--- src/rtl/cdb_arbiter.sv ---
// -----------------------------------------------------------------------------
// cdb_arbiter
//
// Common-data-bus arbiter and broadcast register for the fcpu out-of-order core.
// Each cycle, one of N_UNITS result packets {rsv_id, data} is granted. The
// selection is either fixed priority (lowest index wins) or round-robin. The
// winning packet is broadcast one cycle later on a registered cdb/cdb_valid
// pair, which feeds the reservation stations, the ROB and the register-file
// bypass.
//
// Parameters
//   N_UNITS  number of requesting functional units (>= 1)
//   CDB_W    packet width (RSV_ID_W + DATA_W)
//   RR_MODE  0: fixed priority, lowest index wins; 1: round-robin
//   CNT_W    width of the saturating broadcast-cycle counter
//
// Ports
//   clk        core clock
//   nrst       asynchronous active-low reset
//   i_cdb      per-unit packet; unit k is at [k*CDB_W +: CDB_W]
//   i_valid    per-unit request; a unit holds it until it is granted
//   i_ready    per-unit grant (one-hot or zero); combinational from
//              i_valid, the RR pointer and flush only
//   flush      branch miss; drops this cycle's arbitration
//   cdb        registered broadcast packet (zero when idle)
//   cdb_valid  registered broadcast valid
//   grant_id   index of the unit whose packet is on cdb; holds when idle
//   busy_cnt   saturating count of cycles with cdb_valid = 1
// -----------------------------------------------------------------------------
module cdb_arbiter #(
   parameter int  N_UNITS = 3,
   parameter int  CDB_W   = 40,
   parameter int  RR_MODE = 0,
   parameter int  CNT_W   = 32,
   localparam int GID_W   = (N_UNITS > 1) ? $clog2(N_UNITS) : 1
) (
   input  logic                     clk,
   input  logic                     nrst,
   input  logic [N_UNITS*CDB_W-1:0] i_cdb,
   input  logic [N_UNITS-1:0]       i_valid,
   output logic [N_UNITS-1:0]       i_ready,
   input  logic                     flush,
   output logic [CDB_W-1:0]         cdb,
   output logic                     cdb_valid,
   output logic [GID_W-1:0]         grant_id,
   output logic [CNT_W-1:0]         busy_cnt
);

   logic [GID_W-1:0]   r_ptr;
   logic [CDB_W-1:0]   r_cdb;
   logic               r_cdb_valid;
   logic [GID_W-1:0]   r_gid;
   logic [CNT_W-1:0]   r_busy;

   logic [N_UNITS-1:0] w_req;
   logic [N_UNITS-1:0] w_gnt;
   logic               w_any;
   logic [GID_W-1:0]   w_win;
   logic [GID_W-1:0]   w_ptr_nxt;
   logic [CDB_W-1:0]   w_pkt;

   always_comb begin : arb
      int unsigned ptr_u;
      ptr_u = 32'(r_ptr);
      w_req = flush ? '0 : i_valid;
      w_any = |w_req;
      w_win = '0;
      // Both scans run from high to low index, so the lowest matching index
      // is the last one written. The second scan only covers indices at or
      // above ptr. If it finds a request, it overrides the first scan. This
      // gives the wrapped search ptr, ptr+1, ..., N-1, 0, ..., ptr-1.
      for (int unsigned k = N_UNITS; k > 0; k--) begin
         if (w_req[k-1]) w_win = GID_W'(k-1);
      end
      if (RR_MODE != 0) begin
         for (int unsigned k = N_UNITS; k > 0; k--) begin
            if (w_req[k-1] && ((k-1) >= ptr_u)) w_win = GID_W'(k-1);
         end
      end

      w_gnt = '0;
      w_pkt = '0;
      for (int unsigned k = 0; k < N_UNITS; k++) begin
         if (w_any && (32'(w_win) == k)) begin
            w_gnt[k] = 1'b1;
            w_pkt    = i_cdb[k*CDB_W +: CDB_W];
         end
      end

      // In fixed mode the pointer is never advanced, so it stays at zero.
      w_ptr_nxt = r_ptr;
      if ((RR_MODE != 0) && w_any) begin
         w_ptr_nxt = (32'(w_win) == 32'(N_UNITS - 1)) ? '0 : w_win + GID_W'(1);
      end
   end

   assign i_ready = nrst ? w_gnt : '0;

   always_ff @(posedge clk or negedge nrst) begin
      if (!nrst) begin
         r_ptr       <= '0;
         r_cdb       <= '0;
         r_cdb_valid <= 1'b0;
         r_gid       <= '0;
         r_busy      <= '0;
      end else begin
         if (w_any) begin
            r_cdb       <= w_pkt;
            r_cdb_valid <= 1'b1;
            r_gid       <= w_win;
         end else begin
            r_cdb       <= '0;
            r_cdb_valid <= 1'b0;
         end
         r_ptr <= w_ptr_nxt;
         if (r_cdb_valid && (r_busy != '1)) r_busy <= r_busy + CNT_W'(1);
      end
   end

   assign cdb       = r_cdb;
   assign cdb_valid = r_cdb_valid;
   assign grant_id  = r_gid;
   assign busy_cnt  = r_busy;

endmodule

--- config.mk ---
export PLATFORM = sky130hd
export DESIGN_NAME = cdb_arbiter
export DESIGN_NICKNAME = d
export VERILOG_FILES = /design/src/rtl/cdb_arbiter.sv
export SDC_FILE = /design/constraint.sdc
export NUM_CORES = 1
export LEC_CHECK = 0
export CORE_MARGIN = 1.5
export CORE_UTILIZATION = 38
export CTS_CLUSTER_SIZE = 28
export DETAILED_ROUTE_END_ITERATION = 10
export PLACE_DENSITY = 0.78
export SYNTH_ARGS = -nofsm -noshare
export SYNTH_HDL_FRONTEND = slang
export SYNTH_SLANG_ARGS = --single-unit
--- constraint.sdc ---
create_clock -name clk -period 2.38 [get_ports clk]
set_input_delay 0.476 -clock clk [delete_from_list [all_inputs] [get_ports clk]]
set_output_delay 0.476 -clock clk [all_outputs]
set_load 0.005 [all_outputs]
== Yosys cells after proc, flatten, opt, wreduce, memory -nomap -nowiden ==
Index checks and enable logic that the tools add are counted.
Cells by class
  $add $sub $neg: 1
  equality and inequality tests: 3
  mux-type cells: 13
  reductions and logical operators: 6
Operators with widths (number)
  $mux W40: 4
  $add A32 B1 Y32 const B: 1
  $ne A32 B32 Y1 const B: 1
  $mux W2: 3
  $mux W3: 2
  $logic_and A1 B1 Y1: 4
  $mux W1: 4
  $reduce_or A3 Y1: 1
  $eq A2 B1 Y1 const B: 1
  $eq A2 B2 Y1 const B: 1
  $logic_not A2 Y1: 1
Storage, ports and cells
  register bits after elaboration: 75
  input port bits: 126

== Logic depth before layout (Yosys ltp) ==
Gate-level depths: netlist of the first run.
  word-level depth: 10
  mapped depth: 6

== Least setup slack after synthesis of the first run ==
No wires, ideal clock.
  path type: in2out
  start point: input flush
  end point: output i_ready[1]
  arrival: 1.359 ns
  slack: 0.545 ns
  stages: 3
  path buffers: 1
  path through: nor3b_1 -> clkbuf_1 -> and2_1
On the way
  longest elaborated chain between the ends: 8
Ends and longest elaborated chain
  start: declaration: RTL line 42  | input logic flush,
  $mux W3 *: RTL line 65  | w_req = flush ? '0 : i_valid;
  $mux W2 (3 in series): RTL line 73  | if (w_req[k-1]) w_win = GID_W'(k-1);
  $eq A2 B1 Y1: RTL line 84  | if (w_any && (32'(w_win) == k)) begin
  $logic_and A1 B1 Y1 *: RTL line 84
  $mux W1 *: RTL line 84
  $mux W3 *: RTL line 97  | assign i_ready = nrst ? w_gnt : '0;
  end: declaration: RTL line 41  | output logic [N_UNITS-1:0] i_ready,
Mark *: on every way between the ends. The rest lies on a longest branch, timed or not.

== Worst setup path in the final report of the first run ==
  start point: input i_valid[0]
  end point: output i_ready[1]
On the way
  longest elaborated chain between the ends: 6
Ends and longest elaborated chain
  start: declaration: RTL line 40  | input logic [N_UNITS-1:0] i_valid,
  $mux W3 *: RTL line 65
  $mux W2: RTL line 73
  $eq A2 B1 Y1: RTL line 84
  $logic_and A1 B1 Y1 *: RTL line 84
  $mux W1 *: RTL line 84
  $mux W3 *: RTL line 97
Marked as above.

==> out/qor.txt, run 1 <==
status: completed
Buffers on Ports: 203
worst path bufs/invs: 2
GR met1 Demand/Resource: 0.276
worst endpoint required time: 1.90 ns
Max Slew Vio Count: 0
leakage power: 2.45 nW
Via Count: 3657
TritonRoute pass-1 iters: 4
routability cong.: 0.942
Slew @ Worst Pin: 0.926 ns
crit end category: primary output
floorplan row count: 34
Setup violations, final: 0
share of cells above drive strength 1: 0.0739
clock sinks: 75
GRT Residual Overflow: 0
Worst Skew: 0.00484 ns
WHS: 0.404 ns
distinct cell type count after synthesis: 33
share of the synthesized area in the top cell type: 0.534
Post-Syn Area: 0.00352 sq mm
final core utilization: 0.667
final worst-path cycle share: 0.970
Total Routing Usage GR: 0.251
initial antenna violation count: 0
syn_area_per_cell: 10.2 sq um
First DRT Iteration DRCs: 174
GR Util met3: 0.0942
diode count: 0
worst hold path type: in2async
core area: 0.00885 sq mm
final hold viol count: 0
met2 Track Usage GR: 0.446
worst skew pair latency: 0.34 ns
drt drc: 0
IO Pins: 204
Pwr Density: 527 mW/mm^2
Max clock buf depth: 2
nets@finish: 677
Clock Tree Root: clkbuf_8
Clock Pin Slew Worst Setup and Hold Paths: 0.09 ns
CP max stage cell: clkdlybuf4s50_1
Die Wd: 99.2 um
worst slack, placed: -0.0580 ns
Final ANT Viol Nets: 0
die area: 0.00984 sq mm
TritonCTS clock tree: done
crit path DAT: 1.83 ns
Via density: 5.52
Fmax achieved: 433 MHz
H-Tree Depth: 3
most frequent cells in the layout: 201 x clkdlybuf4s50_1, 75 x dfrtp_1, 52 x nor2_1
top post-synthesis cells by area: dfrtp_1 53%, a221oi_1 10%, nor3_1 6.7%
Worst Slack Setup Final: 0.0711 ns
critical path fanouts, max: 3
Mapped Cells: 346
crit-path cells: clkdlybuf4s50_1 -> nor3b_2 -> and2_1 -> clkdlybuf4s50_1
crit path kind: in2out
register area share after synthesis: 0.534
headroom to the max-slew limit: 0.383
most used routing layer: met2
commonest non-fill, non-tap cell in the layout: clkdlybuf4s50_1
vias in the first global route: 3887
flops & latches, synth: 75
Setup Buffers After CTS: 0
Ys Warns: 0
largest delay contributor family on the critical path: buffers and inverters
Max rail drop VDD: 280 uV
Starting Density: 0.397
die height: 99.2 um
area grow syn2layout: 67.8%
Final Instance Area: 0.00590 sq mm
routed len/inst: 18.3 um
Slowest Stage Delay on Critical Path: 0.53 ns
critical path launch point type: input port
hpwl dp: 9220 um
RSZ-0062 raised after global routing: false
first-pass GRT wire length: 19300 um
CTS buffer count: 9
largest net degree at the start of global routing: 76
cell taking the most area after synthesis: dfrtp_1
final wirelength: 12100 um
DP Area: 0.00572 sq mm
Final min period: 2.31 ns
most used cell, CP: clkdlybuf4s50_1
Mapped Nets: 473
max_cap viols: 0
## power by group
part / leakage (nW) / internal (mW) / switching, mW
registers: 1.02 / 1.37 / 0.0946
clock network: 0.0815 / 0.414 / 0.505
logic: 1.35 / 0.456 / 0.272
total: 2.45 / 2.24 / 0.871
## what timing repair did
action,CTS,global route
gates resized for setup,1,0
hold buffers,0,0
endpoints found under the setup margin,1,0
## cells by family (layout without fill, tap and decap cells)
group,count (synthesis),after routing,share of synthesized area
buffers and inverters,25,234,0.0270
flip-flops,75,75,0.534
AO/OA/AOI/OAI,46,46,0.112
adder cells (fa/ha/maj),1,1,0.00356
multiplexers,3,3,0.00925
AND/OR/NAND/NOR,168,168,0.245
XOR/XNOR,28,28,0.0697
## metrics by stage
step	setup TNS, ns	std cells	total power [mW]
floorplan	0	346	1.70
global placement	0	647	2.20
detailed placement	-0.0580	647	2.22
CTS	0	663	3.14
global route	0	663	3.28
finish	0	663	3.11
## path summary, 6_finish.rpt
check | startpoint | to | slack (ns) | cells past startpoint
worst max-delay path | i_valid[0] | i_ready[1] | 0.07 | 4
worst min-delay path | nrst | busy_cnt[27] | 0.40 | 2
worst max register to register | cdb_valid | busy_cnt[23] | 0.29 | 5
worst min register to register | grant_id[0] | grant_id[0] | 0.50 | 1
max in group asynchronous | nrst | cdb[29] | 1.38 | 2
min in group clk | grant_id[0] | grant_id[0] | 0.50 | 1
## area by class of cell
type	instances	area, sq um
Tap cell	108	135
Fill cell	716	2950
Sequential cell	75	1880
Clock inverter	6	47.5
Inverter	1	3.75
Timing Repair Buffer	217	2130
Multi-Input combinational cell	246	1570
Clock buffer	10	138
## per-layer routing
metal	vias to the layer above	wire length, um
met2	181	6250
met5	-	0
met1	1757	4380
met3	27	1200
met4	0	277
li1	1692	-
## state kept, by name (all words and copies together) (netlist names)
signal	flops
grant_id	2
cdb	40
cdb_valid	1
busy_cnt	32
## cells in the mapped netlist
library cell  count
and4_1            6
nand3_1          10
nand2_1          14
or3_4             1
and4_4            1
o31a_1            1
nor3b_1           2
dfrtp_1          75
a31oi_1           1
nand4_1          13
and2b_1           1
o211ai_1          1
a221oi_1         40
ha_1              1
xor2_1           15
a21oi_1           1
mux2i_1           1
a21o_1            1
xnor2_1          13
a41oi_1           1
nor2b_1           2
and4bb_2          1
clkbuf_1         23
nor2_1           54
nor3_1           47
nor4_4            1
nor4_1            1
or4_1             1
buf_2             1
and3_1            9
mux2_2            2
and2_1            4
inv_1             1
Power figures use the tool's default switching activity.
==> run 2: changes to the inputs <==
- CAP_MARGIN: default -> 20
==> results of run 2 <==
Final layout, timing and power as in run 1 (identical DEF).
==> run 3: changes to the inputs <==
- CAP_MARGIN: 20 -> 5
- CELL_PAD_IN_SITES_DETAIL_PLACEMENT: default -> 1
- CELL_PAD_IN_SITES_GLOBAL_PLACEMENT: default -> 1
- CORE_UTILIZATION: 38 -> 27
==> out/qor.txt, run 3 (synthesis gave the netlist of run 1 again) <==
crit end category: primary output
worst hold path type: in2async
final wirelength: 13000 um (+7.1%)
met2 Track Usage GR: 0.358 (-0.0888)
Setup Buffers After CTS: 0 (unchanged)
Clock Tree Root: clkbuf_16
post-route setup TNS: 0 ns (unchanged)
Buffers on Ports: 203 (unchanged)
first-pass GRT wire length: 20000 um (+3.5%)
critical path launch point type: input port
Final Instance Area: 0.00615 sq mm (+4.2%)
Die Wd: 117 um (+18%)
Largest register FFs: 40 (unchanged)
IO Pins: 204 (unchanged)
critical path fanouts, max: 2 (-1)
GR met1 Demand/Resource: 0.198 (-0.0780)
GRT Residual Overflow: 0 (unchanged)
die area: 0.0137 sq mm (+39%)
CTS buffer count: 9 (unchanged)
most used routing layer: met2
largest net degree at the start of global routing: 76 (unchanged)
crit path DAT: 1.85 ns (+0.02 ns)
final core utilization: 0.486 (-0.181)
Via density: 5.03 (-8.8%)
share of cells above drive strength 1: 0.0739 (unchanged)
Hold Buf Count CTS: 0 (unchanged)
Clock Pin Slew Worst Setup and Hold Paths: 0.06 ns (-0.03 ns)
nets@finish: 678 (+0.15%)
post-CTS sizing: 1 (unchanged)
RSZ-0062 raised after global routing: false
TritonCTS clock tree: done
drt drc: 0 (unchanged)
routed len/inst: 17.8 um (-2.4%)
Slew @ Worst Pin: 0.945 ns (+0.0190 ns)
Max rail drop VDD: 340 uV (+22%)
Max Slew Vio Count: 0 (unchanged)
Total Routing Usage GR: 0.192 (-0.0589)
routability cong.: 0.889 (-5.6%)
leakage power: 2.53 nW (+3.4%)
final worst-path cycle share: 0.977 (+0.00738)
status: completed
Max clock buf depth: 2 (unchanged)
headroom to the max-slew limit: 0.370 (-0.0126)
most frequent cells in the layout: 201 x clkdlybuf4s50_1, 75 x dfrtp_1, 52 x nor2_1
core area: 0.0127 sq mm (+43%)
clock sinks: 75 (unchanged)
Fmax achieved: 430 MHz (-0.76%)
GR Util met3: 0.0664 (-0.0277)
worst endpoint required time: 1.90 ns (about the same)
vias in the first global route: 3867 (-0.51%)
Worst Skew: 0.00910 ns (+0.00427 ns)
initial antenna violation count: 1 (+1)
commonest non-fill, non-tap cell in the layout: clkdlybuf4s50_1
Fillers: 1426 (+99%)
crit path kind: in2out
worst skew pair latency: 0.33 ns (about the same)
Via Count: 3662 (+0.14%)
floorplan row count: 41 (+21%)
final hold viol count: 0 (unchanged)
Pwr Density: 585 mW/mm^2 (+11%)
total power: 3.60 mW (+16%)
Starting Density: 0.278 (-0.120)
max_cap viols: 0 (unchanged)
Final ANT Viol Nets: 0 (unchanged)
hpwl dp: 9900 um (+7.4%)
Setup violations, final: 0 (unchanged)
TritonRoute pass-1 iters: 4 (unchanged)
die height: 117 um (+18%)
Final min period: 2.33 ns (+0.0176 ns)
H-Tree Depth: 3 (unchanged)
First DRT Iteration DRCs: 162 (-6.9%)
area grow syn2layout: 74.9%
DP Area: 0.00585 sq mm (+2.3%)
run 3: changes by cell type in the layout (fill, tap and decap cells not counted), sizes merged:
cell and change:
diode +1, clkinvlp -2, buf +1, clkbuf +1, bufinv +1, clkinv +1
inv -2
run 3: path summary, 6_finish.rpt:
check | start | to | slack, ns | cells after the start
max reg2reg | cdb_valid | busy_cnt[23] | 0.33 | 5
min reg2reg | grant_id[0] | grant_id[0] | 0.48 | 1
min | nrst | busy_cnt[26] | 0.41 | 2
min in group clk | grant_id[0] | grant_id[0] | 0.48 | 1
max | i_valid[1] | i_ready[1] | 0.05 | 4
max in group asynchronous | nrst | cdb[16] | 1.34 | 2
run 3: area by class of cell:
type,count,area (sq um),share of cell area
Tap cell,172,215,0.0350
Sequential cell,75,1880,0.305
Timing Repair Buffer,218,2180,0.354
Multi-Input combinational cell,246,1570,0.256
Clock buffer,11,253,0.0411
Clock inverter,4,50.0,0.00814
Inverter,1,3.75,0.000610
Antenna cell,1,2.50,0.000407
run 3: per-layer routing:
layer	part of all wire	up-vias
li1	-	1696
met1	0.37	1787
met3	0.086	21
met4	0.022	0
met2	0.52	158
met5	0	-
run 3: stage by stage:
step                hold slack, ns  worst slack [ns]  std cells
floorplan                    0.180             0.545        346
global placement             0.461           -0.0353        712
detailed placement           0.472            -0.118        712
CTS                          0.467            0.0641        727
global route                 0.507           0.00700        728
finish                       0.414            0.0536        728
run 3: report_power, final:
group	switching [mW]	leakage (nW)	total, mW	internal (mW)
Combinational	0.286	1.37	0.751	0.465
Sequential	0.102	1.02	1.47	1.37
Clock	0.515	0.144	1.38	0.861
Total	0.903	2.53	3.60	2.70
run 3: critical path: stages:
cell and delay (ns):
clkdlybuf4s50_1 0.49, nor3b_2 0.21, and2_1 0.17, clkdlybuf4s50_1 0.51
